**src/rtl/seq_detect_param.sv**
```systemverilog
`default_nettype none
// ============================================================================
// Module   : seq_detect_param
// Brief    : Moore detector for a programmable 1..PAT_W-bit serial pattern,
//            with overlap/non-overlap modes and a saturating match counter.
// Revision : 1.0 - initial release
// ============================================================================
module seq_detect_param #(
    parameter int PAT_W = 8,
    parameter int CNT_W = 8,
    parameter int LEN_W = $clog2(PAT_W + 1)
) (
    input  logic             clk,
    input  logic             rst,
    input  logic             x1,
    input  logic             x_valid,
    input  logic             cfg_load,
    input  logic [PAT_W-1:0] cfg_pattern,
    input  logic [LEN_W-1:0] cfg_len,
    input  logic             cfg_overlap,
    input  logic             cnt_clr,
    output logic             z1,
    output logic [LEN_W-1:0] state,
    output logic [CNT_W-1:0] match_count,
    output logic             count_sat
);

    localparam logic [LEN_W-1:0] c_pat_w = LEN_W'(PAT_W);

    logic [PAT_W-1:0] r_pattern;
    logic [LEN_W-1:0] r_len;
    logic             r_overlap;
    logic [PAT_W-1:0] r_hist;      // bit 0 is the most recently accepted bit
    logic [LEN_W-1:0] r_depth;
    logic [LEN_W-1:0] r_state;
    logic             r_z1;
    logic [CNT_W-1:0] r_count;

    logic [PAT_W-1:0] w_hist_nx;
    logic [LEN_W-1:0] w_depth_nx;
    logic [LEN_W-1:0] w_next_state;
    logic [LEN_W-1:0] w_len_clamped;
    logic             w_match;
    logic             w_sat;

    assign w_hist_nx  = {r_hist[PAT_W-2:0], x1};
    assign w_depth_nx = (r_depth == c_pat_w) ? c_pat_w : r_depth + LEN_W'(1);

    always_comb begin
        w_len_clamped = cfg_len;
        if (cfg_len == '0)
            w_len_clamped = LEN_W'(1);
        else if (cfg_len > c_pat_w)
            w_len_clamped = c_pat_w;
    end

    // Ascending scan so the longest matching prefix wins.
    always_comb begin
        logic w_eq;
        w_next_state = '0;
        for (int k = 1; k <= PAT_W; k++) begin
            w_eq = (LEN_W'(k) <= r_len) && (LEN_W'(k) <= w_depth_nx);
            for (int i = 0; i < k; i++) begin
                if (w_hist_nx[k-1-i] != r_pattern[i])
                    w_eq = 1'b0;
            end
            if (w_eq)
                w_next_state = LEN_W'(k);
        end
    end

    assign w_match = x_valid && !cfg_load && (w_next_state == r_len);
    assign w_sat   = &r_count;

    always_ff @(posedge clk) begin
        if (rst) begin
            r_pattern <= '0;
            r_len     <= c_pat_w;
            r_overlap <= 1'b0;
            r_hist    <= '0;
            r_depth   <= '0;
            r_state   <= '0;
            r_z1      <= 1'b0;
        end else if (cfg_load) begin
            r_pattern <= cfg_pattern;
            r_len     <= w_len_clamped;
            r_overlap <= cfg_overlap;
            r_hist    <= '0;
            r_depth   <= '0;
            r_state   <= '0;
            r_z1      <= 1'b0;
        end else if (x_valid) begin
            r_state <= w_next_state;
            r_z1    <= w_match;
            if (w_match && !r_overlap) begin
                r_hist  <= '0;
                r_depth <= '0;
            end else begin
                r_hist  <= w_hist_nx;
                r_depth <= w_depth_nx;
            end
        end
    end

    always_ff @(posedge clk) begin
        if (rst)
            r_count <= '0;
        else if (cnt_clr)
            r_count <= w_match ? CNT_W'(1) : '0;
        else if (w_match && !w_sat)
            r_count <= r_count + CNT_W'(1);
    end

    assign z1          = r_z1;
    assign state       = r_state;
    assign match_count = r_count;
    assign count_sat   = w_sat;

endmodule
`default_nettype wire

```
**config.mk**
```make
export PLATFORM = sky130hd
export DESIGN_NAME = seq_detect_param
export DESIGN_NICKNAME = d
export VERILOG_FILES = /design/src/rtl/seq_detect_param.sv
export SDC_FILE = /design/constraint.sdc
export NUM_CORES = 1
export LEC_CHECK = 0
export ABC_AREA = 1
export CORE_ASPECT_RATIO = 0.6
export CORE_MARGIN = 2
export CORE_UTILIZATION = 55
export DETAILED_ROUTE_END_ITERATION = 8
export MAX_ROUTING_LAYER = met4
export PLACE_DENSITY = 0.8
export SLEW_MARGIN = 20
export SYNTH_ARGS = -nofsm -noshare
export SYNTH_HDL_FRONTEND = slang
export SYNTH_SLANG_ARGS = --single-unit
```
**constraint.sdc**
```tcl
create_clock -name clk -period 2.6 [get_ports clk]
set_input_delay 0.65 -clock clk [delete_from_list [all_inputs] [get_ports clk]]
set_output_delay 0.65 -clock clk [all_outputs]
set_load 0.05 [all_outputs]
```
==> out/results.ini, run 1 <==
[timing]
finalHoldViolations=0
timing.final.crit_share=0.9309
setup_viol=0
fin_worst_skew_ps=4.726
fmax_mhz=413.2
worst_slew_pin_slew_ps=563.6
slew_violations=0
relSlewSlack=0.6219
period_needed_ps=2420

[routing]
drc_errors=0
viasPerCell=5.258
vias=2571
drt_pre_antenna_iters=6
wl_per_cell_um=13.44
routed_wl_um=6570
antenna_left=0
drt_iter0_drc=313

[synth]
synthAdderAreaFrac=0.03044
syn_area_um2=2466
synth_area_leader_cell=dfxtp_1
synth_top_area_frac=0.3004
syn_nets=417
synth_cell_types=30
synth_seq_area_share=0.3004
synth_top_family_by_area=simple AND/OR/NAND/NOR gates
netlist_instances=392
synth_simple_gate_area_frac=0.3521
yosys-mux-area-fraction=0
synth_area_per_cell_um2=6.291
synth.area.top_cells=dfxtp_1 (30%), nand2_1 (17%), inv_1 (8.1%)
yosys.area_share.xor_xnor=0.08524
synth_seq_cells=37
yosys_warnings=0
synth_compound_area_frac=0.1020

[status]
status=finished, final reports clean

[placement]
io_buffers=32
hpwl_um=4971
gp_congestion=0.9428
placed_cell_area_um2=2860
dp_cells=482

[grt]
gr-total-overflow=0
grt_start_max_net_pins=20
grt_pass1_vias=2198
grt_antenna_before_repair=0
grt_first_pass_wirelength_um=10800
track_usage=0.2763

[floorplan]
die_y_um=55.87
die-area_um2=5053
rows=18
core_area_um2=4212
die_w_um=90.45
start_util=0.5856
io_pins=33

[finish]
layout-drive-gt1-share=0.1072
final_cells=489
final_nets=454
fin_area_um2=2960
diodes=0
area_growth_pct=20.04

[setup_path]
path_class=flip-flop to flip-flop
required_ps=2830
startpoint_type=flip-flop
arrival_ps=2650
crit_path_max_fanout=7
end_kind=flip-flop

[flow_run]
drv_cap=0

[clock_network]
clk_pin_slew_ps=70
cts_buffers=5
clkLatencyLatePin_ps=290
cts_setup_buffers=0
cts_buffer_depth=2
htreeDepth=2
cts_tree=done
clock-root-buffer=clkbuf_8
cts_sinks=37

[worst_hold_path]
hp-class=flip-flop to flip-flop

[pwr]
vdd.ir_drop.worst_uv=256.5
powerDensity_nw_per_um2=422.9
cellLeakagePower_nw=1.353

## metal layers
layer	track usage	up-vias	part of all wire
met4	0.06154	0	0.016
met3	0.04878	13	0.099
met1	0.4274	1147	0.48
met2	0.3673	127	0.41
li1	-	1284	-
met5	-	-	0
## stage by stage
step                total power, mW  utilization  setup TNS, ps  setup slack [ps]  hold WS (ps)
finish                        1.252       0.7029              0             179.6         471.0
global route                  1.309       0.7029         -7.478            -6.945         503.3
floorplan                    0.7604            -              0             234.8         443.2
CTS                           1.247       0.6993              0             73.65         474.3
global placement             0.8356       0.6791          -6351            -370.5         450.5
detailed placement           0.8416       0.6791          -8419            -495.6         461.0
## path summary, 6_finish.rpt
path | end | slack [ps] | depth (start not counted) | startpoint
hold reg to reg | z1$_SDFFE_PP0P_ | 470 | 2 | z1$_SDFFE_PP0P_
setup / recovery | match_count[2]$_SDFFE_PP0P_ | 180 | 20 | r_depth[0]$_SDFFE_PP0P_
setup reg to reg | match_count[2]$_SDFFE_PP0P_ | 180 | 20 | r_depth[0]$_SDFFE_PP0P_
hold / removal | z1$_SDFFE_PP0P_ | 470 | 2 | z1$_SDFFE_PP0P_
## cells in the final DEF, fill, tap and decap left out, types with 9 or more instances in the layout
cell,synthesis,routed
clkdlybuf4s50_1,0,30
buf_4,4,15
a21oi_1,20,20
nand4_1,9,9
nand2_1,114,114
nor2_1,50,49
nand3_1,16,16
dfxtp_1,37,31
xnor2_1,18,18
inv_1,53,53
o21ai_0,19,18
## synthesized netlist by cell type
master / number
nand4_1: 9
xor2_1: 6
ha_1: 6
nand2_1: 114
buf_6: 2
buf_2: 4
xnor2_1: 18
nand3_2: 1
nor2_1: 50
clkbuf_2: 1
nor3_1: 3
nor2_4: 1
nand3_1: 16
nand4_2: 1
buf_4: 4
nand2_2: 7
a21oi_1: 20
dlygate4sd1_1: 2
o21ai_1: 1
inv_1: 53
o21ai_0: 19
o22ai_1: 4
dfxtp_1: 37
clkinv_1: 1
o2111ai_1: 1
a22o_1: 2
clkbuf_1: 3
nand2_4: 1
nor2_2: 2
inv_2: 3
## where the power goes
group	internal, mW	switching, mW
logic	0.0985	0.128
clock network	0.211	0.205
registers	0.583	0.0274
total	0.892	0.360
## registers in the layout (all words and copies together) (netlist names)
register,flops
r_pattern,8
r_hist,7
state,4
r_overlap,1
z1,1
match_count,8
r_depth,4
r_len,4
## area by class of cell
cell class                 instances  area [µm²]
inverter                          57       214.0
clock buffer                       7       86.33
tap                               60       75.07
multi-input combinational        282        1416
sequential                        37       750.7
fill                             408        1251
timing repair buffer              46       417.9
## critical path, stage by stage (launching register included)
cell and delay, ps:
dfxtp_4 390, inv_1 100, ha_1 210, nand2_1 100, nor2_1 70, nor2_1 150
nand2_1 90, nand2_1 60, nand2_1 80, nand2_1 70, inv_1 40, nand2_1 50
nand2_1 80, nand2_1 100, nand2_2 70, nor2_4 150, buf_4 130, nand4_1 180
nand2_1 120, nand2_1 50, nor2_1 80
## cells by family after synthesis
| group | count (synthesis) |
|---|---|
| AND/OR/NAND/NOR | 205 |
| buffers and inverters | 73 |
| AO/OA/AOI/OAI | 47 |
| flip-flops | 37 |
| XOR/XNOR | 24 |
| adder cells (fa/ha/maj) | 6 |
## timing repair
| item | CTS | global route |
|---|---|---|
| gates resized for setup | 1 | 12 |
| setup endpoints to repair | 19 | 19 |
| endpoints found under the hold margin | 0 | 0 |
| hold buffers | 0 | 0 |
| pin swaps | 0 | 1 |
(Power assumes the default switching activity.)
==> inputs of run 2 (changes only) <==
--- a/config.mk
+++ b/config.mk
@@ -8,11 +8,11 @@
 export ABC_AREA = 1
 export CORE_ASPECT_RATIO = 0.6
 export CORE_MARGIN = 2
-export CORE_UTILIZATION = 55
+export CORE_UTILIZATION = 38
 export DETAILED_ROUTE_END_ITERATION = 8
 export MAX_ROUTING_LAYER = met4
-export PLACE_DENSITY = 0.8
 export SLEW_MARGIN = 20
 export SYNTH_ARGS = -nofsm -noshare
 export SYNTH_HDL_FRONTEND = slang
 export SYNTH_SLANG_ARGS = --single-unit
+export TNS_END_PERCENT = 5
==> run 2 against run 1 <==
  * Clock skew rose by 3.3 ps
  * Cell count rose by 6.1%
  * Critical endpoint unchanged
  * Utilization fell by 21 points
  * Combinational power rose by 4%
  * Via count fell by 4.1%
  * Maximum frequency rose by 3.3%
  * Critical path type unchanged
  * Largest power group unchanged
  * Clock-buffer cell count did not move
  * Non-clock buffer count rose by 5
  * Register-to-register slack improved by 80 ps
==> out/results.ini, run 2 (synthesized netlist as in run 1, its figures left out) <==
[status]
status=finished, final reports clean

[worst_hold_path]
hp-class=flip-flop to flip-flop
hold_end=z1$_SDFFE_PP0P_
hp-start=z1$_SDFFE_PP0P_
holdPathStages=2

[timing]
timing.final.crit_share=0.9014
relSlewSlack=0.6675
fmax_mhz=426.7
worst_slew_pin_slew_ps=497.2
slew_violations=0
setup_viol=0
rsz0062_at_grt=no
period_needed_ps=2344
fin_worst_skew_ps=8.046
fin_hold_ws_ps=472.9
finalHoldViolations=0

[floorplan]
rows=22
io_pins=33
start_util=0.3982
core_area_um2=6193
die-area_um2=7171
die_y_um=66.40
die_w_um=108

[routing]
routed_wl_um=6593
viasPerCell=4.750
drt_pre_antenna_iters=5
vias=2465
wl_per_cell_um=12.70
antenna_left=0
drc_errors=0
drt_iter0_drc=235

[flow_run]
drv_cap=0

[grt]
grt_antenna_before_repair=0
grt_first_pass_wirelength_um=10580
gr-total-overflow=0
grt_start_max_net_pins=20
track_usage=0.2011
grt_pass1_vias=2096

[pwr]
vdd.ir_drop.worst_uv=319.3
cellLeakagePower_nw=1.396
powerDensity_nw_per_um2=419.1

[setup_path]
crit_start=r_pattern[0]$_SDFFE_PP0P_
critPathBufInv=2
rr_startpoint=r_pattern[0]$_SDFFE_PP0P_
arrival_ps=2580
worstPathCellList=inv_1, nand2_1, nand3_1, nor2_1, nand2_1, nand2_1, nand3_2, nand2_2, nand2_2, nand2_2, nand2_2, nor2_4, buf_6, nand4_1, nand2_1, nand2_1, nor2_1
path_delay_family=simple AND/OR/NAND/NOR gates
max_stage_delay_ps=600
path_depth=17
crit_slowest_cell=dfxtp_1
path_common_cell=nand2_1
required_ps=2840
end_kind=flip-flop
r2r_slack_ps=260
reg2reg_depth=17
startpoint_type=flip-flop
r2r_end=match_count[2]$_SDFFE_PP0P_
path_class=flip-flop to flip-flop
crit_path_max_fanout=9

[placement]
gp_congestion=0.9016
io_buffers=32
dp_cells=508
hpwl_um=5082

[finish]
layout-drive-gt1-share=0.1264
layout_common_cells=nand2_1 (110), inv_1 (53), nor2_1 (48), dfxtp_1 (35), clkdlybuf4s50_1 (30)
diodes=0
final_cells=519
area_growth_pct=25.01
final_nets=459
final_common_cell=nand2_1

[clock_network]
clkLatencyLatePin_ps=300
cts_tree=done
cts_hold_buf=0
cts_sinks=37
htreeDepth=2
clk_pin_slew_ps=80
cts_buffer_depth=2
clock-root-buffer=clkbuf_8
cts_buffers=5

-- run 2: cell count changes in the layout (fill, tap and decap cells not counted), sizes merged --
cell / previous run / this run
dlymetal6s2s: 0 / 1
buf: 15 / 20
clkinv: 1 / 2
clkbuf: 8 / 7
-- run 2: layout make-up --
cell class / count / area (µm²)
clock buffers: 7 / 96.34
multi-input cells: 282 / 1449
repair buffers: 51 / 470.5
well taps: 84 / 105.1
fillers: 653 / 3110
flip-flops and latches: 37 / 743.2
inverters: 57 / 214.0
clock inverters: 1 / 5.005
-- run 2: worst max-delay path by stage --
stage / endpoint
floorplan: match_count[1]$_SDFFE_PP0P_
global placement: r_hist[2]$_SDFFE_PP0P_
detailed placement: r_hist[6]$_SDFFE_PP0P_
CTS: match_count[2]$_SDFFE_PP0P_
global route: match_count[7]$_SDFFE_PP0P_
finish: match_count[2]$_SDFFE_PP0P_
-- run 2: per-layer routing --
layer  GRT usage  vias up  wire [µm]
met5           -        -          0
met4     0.04808        0         65
met3     0.04729        8        566
met2      0.2453       84       2347
met1      0.3164     1075       3613
li1            -     1298          -
-- run 2: stage by stage --
step | total power, mW | setup WS (ps) | utilization | cell area [µm²] | setup TNS, ps
floorplan | 0.7604 | 234.8 | - | 2469 | 0
CTS | 1.296 | 7.698 | 0.4889 | 3028 | 0
detailed placement | 0.8434 | -387.7 | 0.4691 | 2905 | -6866
global route | 1.357 | 22.90 | 0.4978 | 3083 | 0
finish | 1.292 | 256.3 | 0.4978 | 3083 | 0
global placement | 0.8432 | -382.9 | 0.4691 | 2905 | -6779
-- run 2: timing repair --
item,4_1_cts,5_1_grt
setup buffers,1,2
pin swaps,1,13
endpoints found under the setup margin,15,20
resized for setup,3,13
-- run 2: where the power goes --
group	internal, mW	switching [mW]
sequential	0.583	0.0266
combinational	0.105	0.129
clock	0.240	0.209
total	0.927	0.365
-- run 2: tightest hold or removal path, stage by stage, from the launching register on --
cell	delay, ps
dfxtp_1	310
nand2_1	60
a21oi_1	60
